### src/rtl/gray_pkg.sv
// Shared Gray-code helpers and types used by the converter and future decoders.
package gray_pkg;

    localparam int unsigned GRAY_W = 4;

    typedef logic [GRAY_W-1:0] gray_t;

    typedef enum logic {
        OUT_EMPTY = 1'b0,
        OUT_FULL  = 1'b1
    } out_state_e;

    function automatic gray_t bin2gray(input logic [GRAY_W-1:0] b);
        return b ^ (b >> 1);
    endfunction

    // Prefix-XOR from the MSB down recovers the binary value.
    function automatic logic [GRAY_W-1:0] gray2bin(input gray_t g);
        logic [GRAY_W-1:0] b;
        b[GRAY_W-1] = g[GRAY_W-1];
        for (int unsigned i = GRAY_W - 1; i > 0; i--) begin
            b[i-1] = b[i] ^ g[i-1];
        end
        return b;
    endfunction

endpackage

### src/rtl/rr_arbiter.sv
// Round-robin arbiter: searches upward with wrap from last_grant+1; pointer moves only on advance.
module rr_arbiter #(
    parameter  int unsigned N    = 4,
    localparam int unsigned ID_W = $clog2(N)
) (
    input  logic            clk,
    input  logic            rst_n,
    input  logic [N-1:0]    req,
    input  logic            advance,
    output logic [N-1:0]    grant,
    output logic [ID_W-1:0] grant_idx
);

    logic [ID_W-1:0] last_grant;
    logic [ID_W-1:0] cand_idx;
    int unsigned     cand;
    logic            found;

    always_comb begin
        grant     = '0;
        grant_idx = '0;
        found     = 1'b0;
        cand      = 0;
        cand_idx  = '0;
        for (int unsigned i = 0; i < N; i++) begin
            cand     = (32'(last_grant) + 1 + i) % N;
            cand_idx = ID_W'(cand);
            if (!found && req[cand_idx]) begin
                found           = 1'b1;
                grant[cand_idx] = 1'b1;
                grant_idx       = cand_idx;
            end
        end
    end

    always_ff @(posedge clk or negedge rst_n) begin
        if (!rst_n) begin
            last_grant <= ID_W'(N - 1);
        end else if (advance) begin
            last_grant <= grant_idx;
        end
    end

endmodule

### src/rtl/gray_conv_arbiter.sv
// Shares one binary-to-Gray stage among N_REQ requesters via round-robin arbitration and a one-entry output register.
module gray_conv_arbiter
    import gray_pkg::*;
#(
    parameter  int unsigned N_REQ = 4,
    parameter  int unsigned WIDTH = 4,
    localparam int unsigned ID_W  = $clog2(N_REQ)
) (
    input  logic                   clk,
    input  logic                   rst_n,
    input  logic [N_REQ-1:0]       req_valid,
    input  logic [N_REQ*WIDTH-1:0] req_bin,
    output logic [N_REQ-1:0]       req_ready,
    output logic                   out_valid,
    input  logic                   out_ready,
    output logic [WIDTH-1:0]       out_gray,
    output logic [WIDTH-1:0]       out_bin,
    output logic [ID_W-1:0]        out_id
);

    out_state_e       state_q, state_d;
    logic [N_REQ-1:0] grant;
    logic [ID_W-1:0]  grant_idx;
    logic [WIDTH-1:0] operand;
    logic [WIDTH-1:0] gray_next;
    logic             can_accept;
    logic             accept;

    rr_arbiter #(.N(N_REQ)) u_arb (
        .clk       (clk),
        .rst_n     (rst_n),
        .req       (req_valid),
        .advance   (accept),
        .grant     (grant),
        .grant_idx (grant_idx)
    );

    assign out_valid  = (state_q == OUT_FULL);
    assign can_accept = !out_valid || out_ready;
    // Gated by rst_n so nothing handshakes while reset is held low.
    assign req_ready  = (rst_n && can_accept) ? grant : '0;
    assign accept     = |(req_valid & req_ready);
    assign operand    = req_bin[32'(grant_idx)*WIDTH +: WIDTH];

    if (WIDTH == GRAY_W) begin : g_pkg_conv
        assign gray_next = bin2gray(operand);
    end else begin : g_generic_conv
        assign gray_next = operand ^ (operand >> 1);
    end

    always_comb begin
        state_d = state_q;
        if (accept) begin
            state_d = OUT_FULL;
        end else if (out_valid && out_ready) begin
            state_d = OUT_EMPTY;
        end
    end

    always_ff @(posedge clk or negedge rst_n) begin
        if (!rst_n) begin
            state_q <= OUT_EMPTY;
        end else begin
            state_q <= state_d;
        end
    end

    always_ff @(posedge clk or negedge rst_n) begin
        if (!rst_n) begin
            out_gray <= '0;
            out_bin  <= '0;
            out_id   <= '0;
        end else if (accept) begin
            out_gray <= gray_next;
            out_bin  <= operand;
            out_id   <= grant_idx;
        end
    end

endmodule

### config.mk
export PLATFORM = sky130hd
export DESIGN_NAME = gray_conv_arbiter
export DESIGN_NICKNAME = d
export VERILOG_FILES = /design/src/rtl/gray_pkg.sv /design/src/rtl/rr_arbiter.sv /design/src/rtl/gray_conv_arbiter.sv
export SDC_FILE = /design/constraint.sdc
export NUM_CORES = 1
export LEC_CHECK = 0
export ABC_AREA = 1
export BUFFER_PORTS_ARGS = -buffer_cell sky130_fd_sc_hd__clkbuf_2
export CAP_MARGIN = 20
export CORE_ASPECT_RATIO = 1.75
export CORE_UTILIZATION = 54
export DETAILED_ROUTE_END_ITERATION = 8
export PLACE_DENSITY = 0.9
export SYNTH_ARGS = -nofsm -noshare
export SYNTH_HDL_FRONTEND = slang
export SYNTH_SLANG_ARGS = --single-unit
### constraint.sdc
create_clock -name clk -period 2.7 [get_ports clk]
set_clock_uncertainty 0.1 [all_clocks]
set_input_delay 0.54 -clock clk [delete_from_list [all_inputs] [get_ports clk]]
set_output_delay 0.54 -clock clk [all_outputs]
set_load 0.005 [all_outputs]
==> results of run 1 <==
[Yosys cell counts (4+ instances only)]
| cell type | n |
|---|---|
| ha_1 | 7 |
| o21ai_0 | 4 |
| nand3_1 | 38 |
| a31oi_1 | 5 |
| nand2_2 | 16 |
| nor2_1 | 7 |
| dfrtp_1 | 10 |
| nand2_1 | 70 |
| inv_1 | 26 |
| o21ai_2 | 4 |
| nand3b_1 | 5 |
[sequential cells by signal, indices dropped and copies added, names as in the netlist]
register and cells:
out_bin 3, out_id 2, out_gray 4, u_arb.last_grant 2, out_valid 1
[metal layers]
metal / global-route usage (%) / share of wire [%] / vias up
met3: 2.49 / 4.0 / 23
met1: 28.7 / 37 / 825
met4: 13.9 / 5.3 / 0
li1: - / - / 872
met5: 0 / 0 / -
met2: 51.2 / 54 / 80
[cells by family (layout without fill, tap and decap cells)]
| kind of cell | Yosys count | after routing | synth area share (%) |
|---|---|---|---|
| and+or+nand+nor | 154 | 154 | 54.4 |
| DFF | 12 | 12 | 19.9 |
| adders and majority gates | 7 | 7 | 5.75 |
| AOI/OAI and AO/OA | 19 | 19 | 7.80 |
| buffers and inverters | 36 | 104 | 12.2 |
[through the flow]
stage                     instance area, um2  instances
after detailed placement                1730        293
after floorplan                         1520        228
after global routing                    2130        323
final                                   2130        323
after global placement                  1730        293
after CTS                               1900        307
[layout by cell type, fill, tap and decap left out]
cell type,instances
ha_2,1
dfrtp_1,10
clkbuf_8,3
nor2_2,3
o21ai_0,4
inv_1,23
nor2_1,3
ha_1,4
ha_4,2
a31oi_1,5
inv_2,4
nor2_8,1
nand3_1,37
a22oi_1,1
buf_12,1
nand3b_1,5
nand2_1,63
a21oi_2,1
nand2_8,1
buf_4,29
nor2_4,6
clkbuf_2,33
o21ai_1,1
nand2_4,5
nand2_2,20
clkbuf_1,1
a21oi_1,2
buf_6,3
dfstp_2,2
nand4_1,1
nand4_4,1
nor3_4,1
nand3_2,3
o21ai_2,5
buf_2,4
nand3_4,4
inv_8,1
inv_4,2
[cell type report]
cell class	count	share of cell area [%]
Clock buffer	4	2.12
Timing Repair Buffer	70	21.5
Tap cell	27	1.59
Inverter	30	5.88
Multi-Input combinational cell	180	54.7
Sequential cell	12	14.2
[worst max-delay path, stage by stage, from the launching register on]
cell and delay [ns]:
dfstp_2 0.64, inv_8 0.05, ha_4 0.31, inv_4 0.05, nand3_4 0.07, nand2_4 0.10
inv_4 0.09, nand3_4 0.09, nor2_8 0.16, nand2_2 0.07, a31oi_1 0.16, buf_2 0.14
[timing repair]
item / CTS / global route
setup buffers: 10 / 16
endpoints found under the setup margin: 4 / 16
hold buffers: 0 / 0
endpoints found under the hold margin: 0 / 0
gates resized for setup: 15 / 25
pin swaps: 7 / 16
[worst paths after layout]
kind	from	to	slack, ns
setup / recovery	u_arb.last_grant[0]$_DFFE_PN1P_	req_ready[0]	-0.12
hold reg to reg	out_gray[2]$_DFFE_PN0P_	out_gray[2]$_DFFE_PN0P_	0.38
hold / removal	rst_n	out_valid$_DFFE_PN0P_	0.07
setup reg to reg	u_arb.last_grant[0]$_DFFE_PN1P_	out_gray[1]$_DFFE_PN0P_	0.03
max in group asynchronous	rst_n	u_arb.last_grant[0]$_DFFE_PN1P_	2.12
min in group clk	out_ready	out_valid$_DFFE_PN0P_	0.38
==> qor.yml, run 1 <==
outcome:
  status: "complete, but fails checks"
  violations: "setup timing"
synthesis:
  synth_ff_type: "dfrtp_1"
  synth_seq_area_share_pct: 19.9
  avgSynthCellArea_um2: 6.68
  async_flop_share_pct: 100
  synth_cells: 228
  synth.top_cells.by_area: "nand2_1 (17%), dfrtp_1 (16%), nand3_1 (12%), nand2_2 (6.6%), inv_1 (6.4%)"
  synth.ff_latch_count: 12
  synthesis.area_mm2: 0.00152
  synth_area_leader_cell: "nand2_1"
  yosysWarnings: 0
  synth-edff-count: 0
  yosysUniqueCellTypes: 30
  yosysTopAreaCellShare_pct: 17.2
  syn_nets: 258
global_routing:
  grt_pass1_wl_um: 6600
  grt_usage_pct: 27.0
  grt_pass1_vias: 1587
  overflow: 0
  grt_antenna_before_repair: 0
  grt_max_degree: 16
routing:
  vias: 1800
  viasPerCell: 5.57
  wl_per_cell_um: 14.9
  drt_pass1_iterations: 5
  drcViolationCount: 0
  drt-initial-drc-count: 65
  ant_nets: 0
  drt_wl_total_um: 4820
cells_and_area:
  layout-drive-gt1-share_pct: 45.9
  diodes: 0
  seq_area_um2: 303
  num-fill-cells: 170
  layout.nets: 327
  area_growth_syn_to_layout_pct: 39.6
  post-route-util_pct: 79.1
  multiInputGateArea_mm2: 0.00116
timing:
  setup_tns_ns: -0.398
  drv_slew: 0
  timing.hold.ws_ns: 0.0750
  hold_viol: 0
  finalCritPeriodShare_pct: 104
  fmax_mhz: 355
  worst_slack_ns: -0.118
  tightest_slew_ns: 0.571
  rsz0062_at_grt: "yes"
  timing.slew.headroom_pct: 61.6
  finalSetupViolCount: 4
  layout_min_cycle_time_ns: 2.82
die:
  fp.dieH_um: 72.3
  die_width_um: 42.2
  io_pins: 38
  dieArea_mm2: 0.00305
  initial_core_util_pct: 56.7
  core_mm2: 0.00269
  rows: 25
worst_setup_path:
  crit_required_ns: 2.06
  worstSetupPathType: "reg2out"
  cp-end-kind: "output pin"
  critPathArrivalTime_ns: 2.18
  worstSetupStartpointType: "flip-flop"
  path_max_fanout: 5
  reg2reg_depth: 17
placed_design:
  place_hpwl_um: 2900
  numPortBuffers: 37
  gp_congestion: 0.974
  pre_cts_ws_ns: -0.00784
cts:
  htree_num_levels: 1
  cts_tree: "done"
  cts_num_sinks: 12
  clock_tree.root_cell: "clkbuf_8"
  cts_inserted_buffers: 3
  clk_latency_ns: 0.24
  clockBufferDepth: 2
  clk_pin_slew_ns: 0.06
flow_run:
  maxCapViolCount: 0
worst_hold_path:
  hp-class: "in2async"
Power of run 1 is left out: the tool's default activity adds up to more than one toggle a clock period on the data nets, which glitch-free logic cannot reach.
==> run 2, diff against run 1 <==
Settings changed: BUFFER_PORTS_ARGS -buffer_cell sky130_fd_sc_hd__clkbuf_2 to default, CORE_UTILIZATION 54 to 43, DONT_BUFFER_PORTS from default to 1, GPL_TIMING_DRIVEN from default to 0, PLACE_DENSITY 0.9 to 0.67.
==> run 2 against run 1 <==
Compared with the run above:
- the run now ends clean
- utilization is 19 points lower
- sequential share of layout area up 0.70 points
- non-clock buffer count fell by 43
- critical endpoint unchanged
- largest cell class unchanged
==> qor.yml, run 2 (same netlist as run 1, synthesis figures left out) <==
worst_setup_path:
  critPathArrivalTime_ns: 2.05  # was 2.18 ns
  worstSetupPathType: "reg2out"  # unchanged
  crit_required_ns: 2.06  # about the same
  worstSetupStartpointType: "flip-flop"  # unchanged
  cp-end-kind: "output pin"  # unchanged
  path_max_fanout: 6  # was 5
cells_and_area:
  seq_area_um2: 303  # unchanged
  largest_reg_flops: 4  # unchanged
  multiInputGateArea_mm2: 0.00125  # was 0.00116 mm2
  area_growth_syn_to_layout_pct: 33.0  # was 39.6%
  layout_commonest_cell: "nand2_1"  # unchanged
  num-fill-cells: 319  # was 170
  layout_common_cells: "nand2_1 (58), nand3_1 (33), inv_1 (23), nand2_2 (22), buf_4 (22)"  # was nand2_1 (63), nand3_1 (37), clkbuf_2 (33), buf_4 (29), inv_1 (23)
  layout.nets: 284  # was 327
  layout-drive-gt1-share_pct: 42.3  # was 45.9%
  reg.largest.list: "out_gray: 4 flops, out_bin: 3 flops"  # unchanged
  regMostFlops: "out_gray"  # unchanged
  diodes: 0  # unchanged
global_routing:
  overflow: 0  # unchanged
  grt_max_degree: 11  # was 16
  grt_pass1_wl_um: 6090  # was 6600 um
  use_met3_pct: 3.11  # was 2.49%
  grt_usage_pct: 21.6  # was 27.0%
  grt_antenna_before_repair: 0  # unchanged
  use_met2_pct: 42.9  # was 51.2%
  top_usage_layer: "met2"  # unchanged
  grt_pass1_vias: 1495  # was 1587
  met1_usage_pct: 21.0  # was 28.7%
cts:
  cts_num_sinks: 12  # unchanged
  clk_pin_slew_ns: 0.05  # was 0.06 ns
  clock_tree.root_cell: "clkbuf_8"  # unchanged
  cts_tree: "done"  # unchanged
  cts_inserted_buffers: 3  # unchanged
  clk_latency_ns: 0.24  # about the same
  htree_num_levels: 1  # unchanged
  clockBufferDepth: 2  # unchanged
routing:
  viasPerCell: 5.31  # was 5.57
  ant_nets: 0  # unchanged
  vias: 1582  # was 1800
  drt-initial-drc-count: 25  # was 65
  drt_pass1_iterations: 4  # was 5
  drt_wl_total_um: 4040  # was 4820 um
  drcViolationCount: 0  # unchanged
  wl_per_cell_um: 13.6  # was 14.9 um
die:
  die_width_um: 47  # was 42.2 um
  fp.dieH_um: 80.8  # was 72.3 um
  io_pins: 38  # unchanged
  core_mm2: 0.00340  # was 0.00269 mm2
  rows: 28  # was 25
  dieArea_mm2: 0.00380  # was 0.00305 mm2
  initial_core_util_pct: 44.8  # was 56.7%
timing:
  fmax_mhz: 372  # was 355 MHz
  rsz0062_at_grt: "yes"  # unchanged
  layout_min_cycle_time_ns: 2.69  # was 2.82 ns
  drv_slew: 0  # unchanged
  timing.hold.ws_ns: 0.0420  # was 0.0750 ns
  finalSetupViolCount: 0  # was 4
  tightest_slew_ns: 1.05  # was 0.571 ns
  finalCritPeriodShare_pct: 99.5  # was 104%
  hold_viol: 0  # unchanged
  timing.slew.headroom_pct: 29.4  # was 61.6%
worst_hold_path:
  hp-class: "in2async"  # unchanged
flow_run:
  maxCapViolCount: 0  # unchanged
outcome:
  status: "finished clean"  # was complete, but fails checks
placed_design:
  place_hpwl_um: 2930  # was 2900 um
  numPortBuffers: 0  # was 37
  gp_congestion: 0.843  # was 0.974
run 2: cell count changes in the layout (fill, tap and decap cells not counted), moves of 4 or more:
cell | previous run | this run
nand3_1 | 37 | 33
nand3_2 | 3 | 7
buf_2 | 4 | 0
buf_4 | 29 | 22
clkbuf_2 | 33 | 0
nand2_1 | 63 | 58
run 2: layout make-up:
cell class	instances	share of cell area [%]
Buffer	6	3.33
Clock buffer	4	2.72
Multi-Input combinational cell	180	61.8
Inverter	30	6.54
Sequential cell	12	14.9
Timing Repair Buffer	21	7.90
Tap cell	45	2.78
run 2: path summary, 6_finish.rpt:
| check | start | to | slack, ns | cells after the start |
|---|---|---|---|---|
| worst max-delay path | u_arb.last_grant[0]$_DFFE_PN1P_ | req_ready[0] | 0.01 | 10 |
| worst min-delay path | rst_n | u_arb.last_grant[0]$_DFFE_PN1P_ | 0.04 | 0 |
| worst max register to register | u_arb.last_grant[0]$_DFFE_PN1P_ | out_gray[1]$_DFFE_PN0P_ | 0.09 | 19 |
| worst min register to register | out_id[0]$_DFFE_PN0P_ | out_id[0]$_DFFE_PN0P_ | 0.41 | 2 |
| max in group asynchronous | rst_n | out_gray[1]$_DFFE_PN0P_ | 1.62 | 1 |
| min in group clk | out_ready | out_valid$_DFFE_PN0P_ | 0.29 | 1 |
run 2: per-stage QoR:
stage	worst slack [ns]	cell area, um2	setup TNS [ns]	util (%)	instances
floorplan	0.141	1520	0	-	228
global placement	-0.112	1580	-0.835	46.5	273
detailed placement	-0.126	1580	-1.21	46.5	273
CTS	-0.00153	1820	-0.00153	53.6	292
global route	-0.101	2030	-0.837	59.6	298
finish	0.0129	2030	0	59.6	298
run 2: timing repair:
item / in CTS / in global routing
pin swaps: 9 / 12
hold buffers: 1 / 0
setup buffers: 14 / 6
endpoints found under the hold margin: 10 / 0
resized for setup: 19 / 37
setup endpoints to repair: 16 / 16
run 2: layer usage:
layer / wire [um] / vias up
met2: 2360 / 54
met3: 170 / 11
met1: 1420 / 731
met5: 0 / -
li1: - / 786
met4: 91 / 0
run 2: critical path, stage by stage (launching register included):
cell	delay [ns]
dfstp_2	0.54
buf_8	0.12
inv_12	0.03
ha_4	0.30
nand3_4	0.12
nand2_8	0.13
inv_6	0.04
buf_4	0.13
nor2_1	0.08
a21oi_1	0.07
a31oi_2	0.22
Power of run 2 is left out for the same reason.
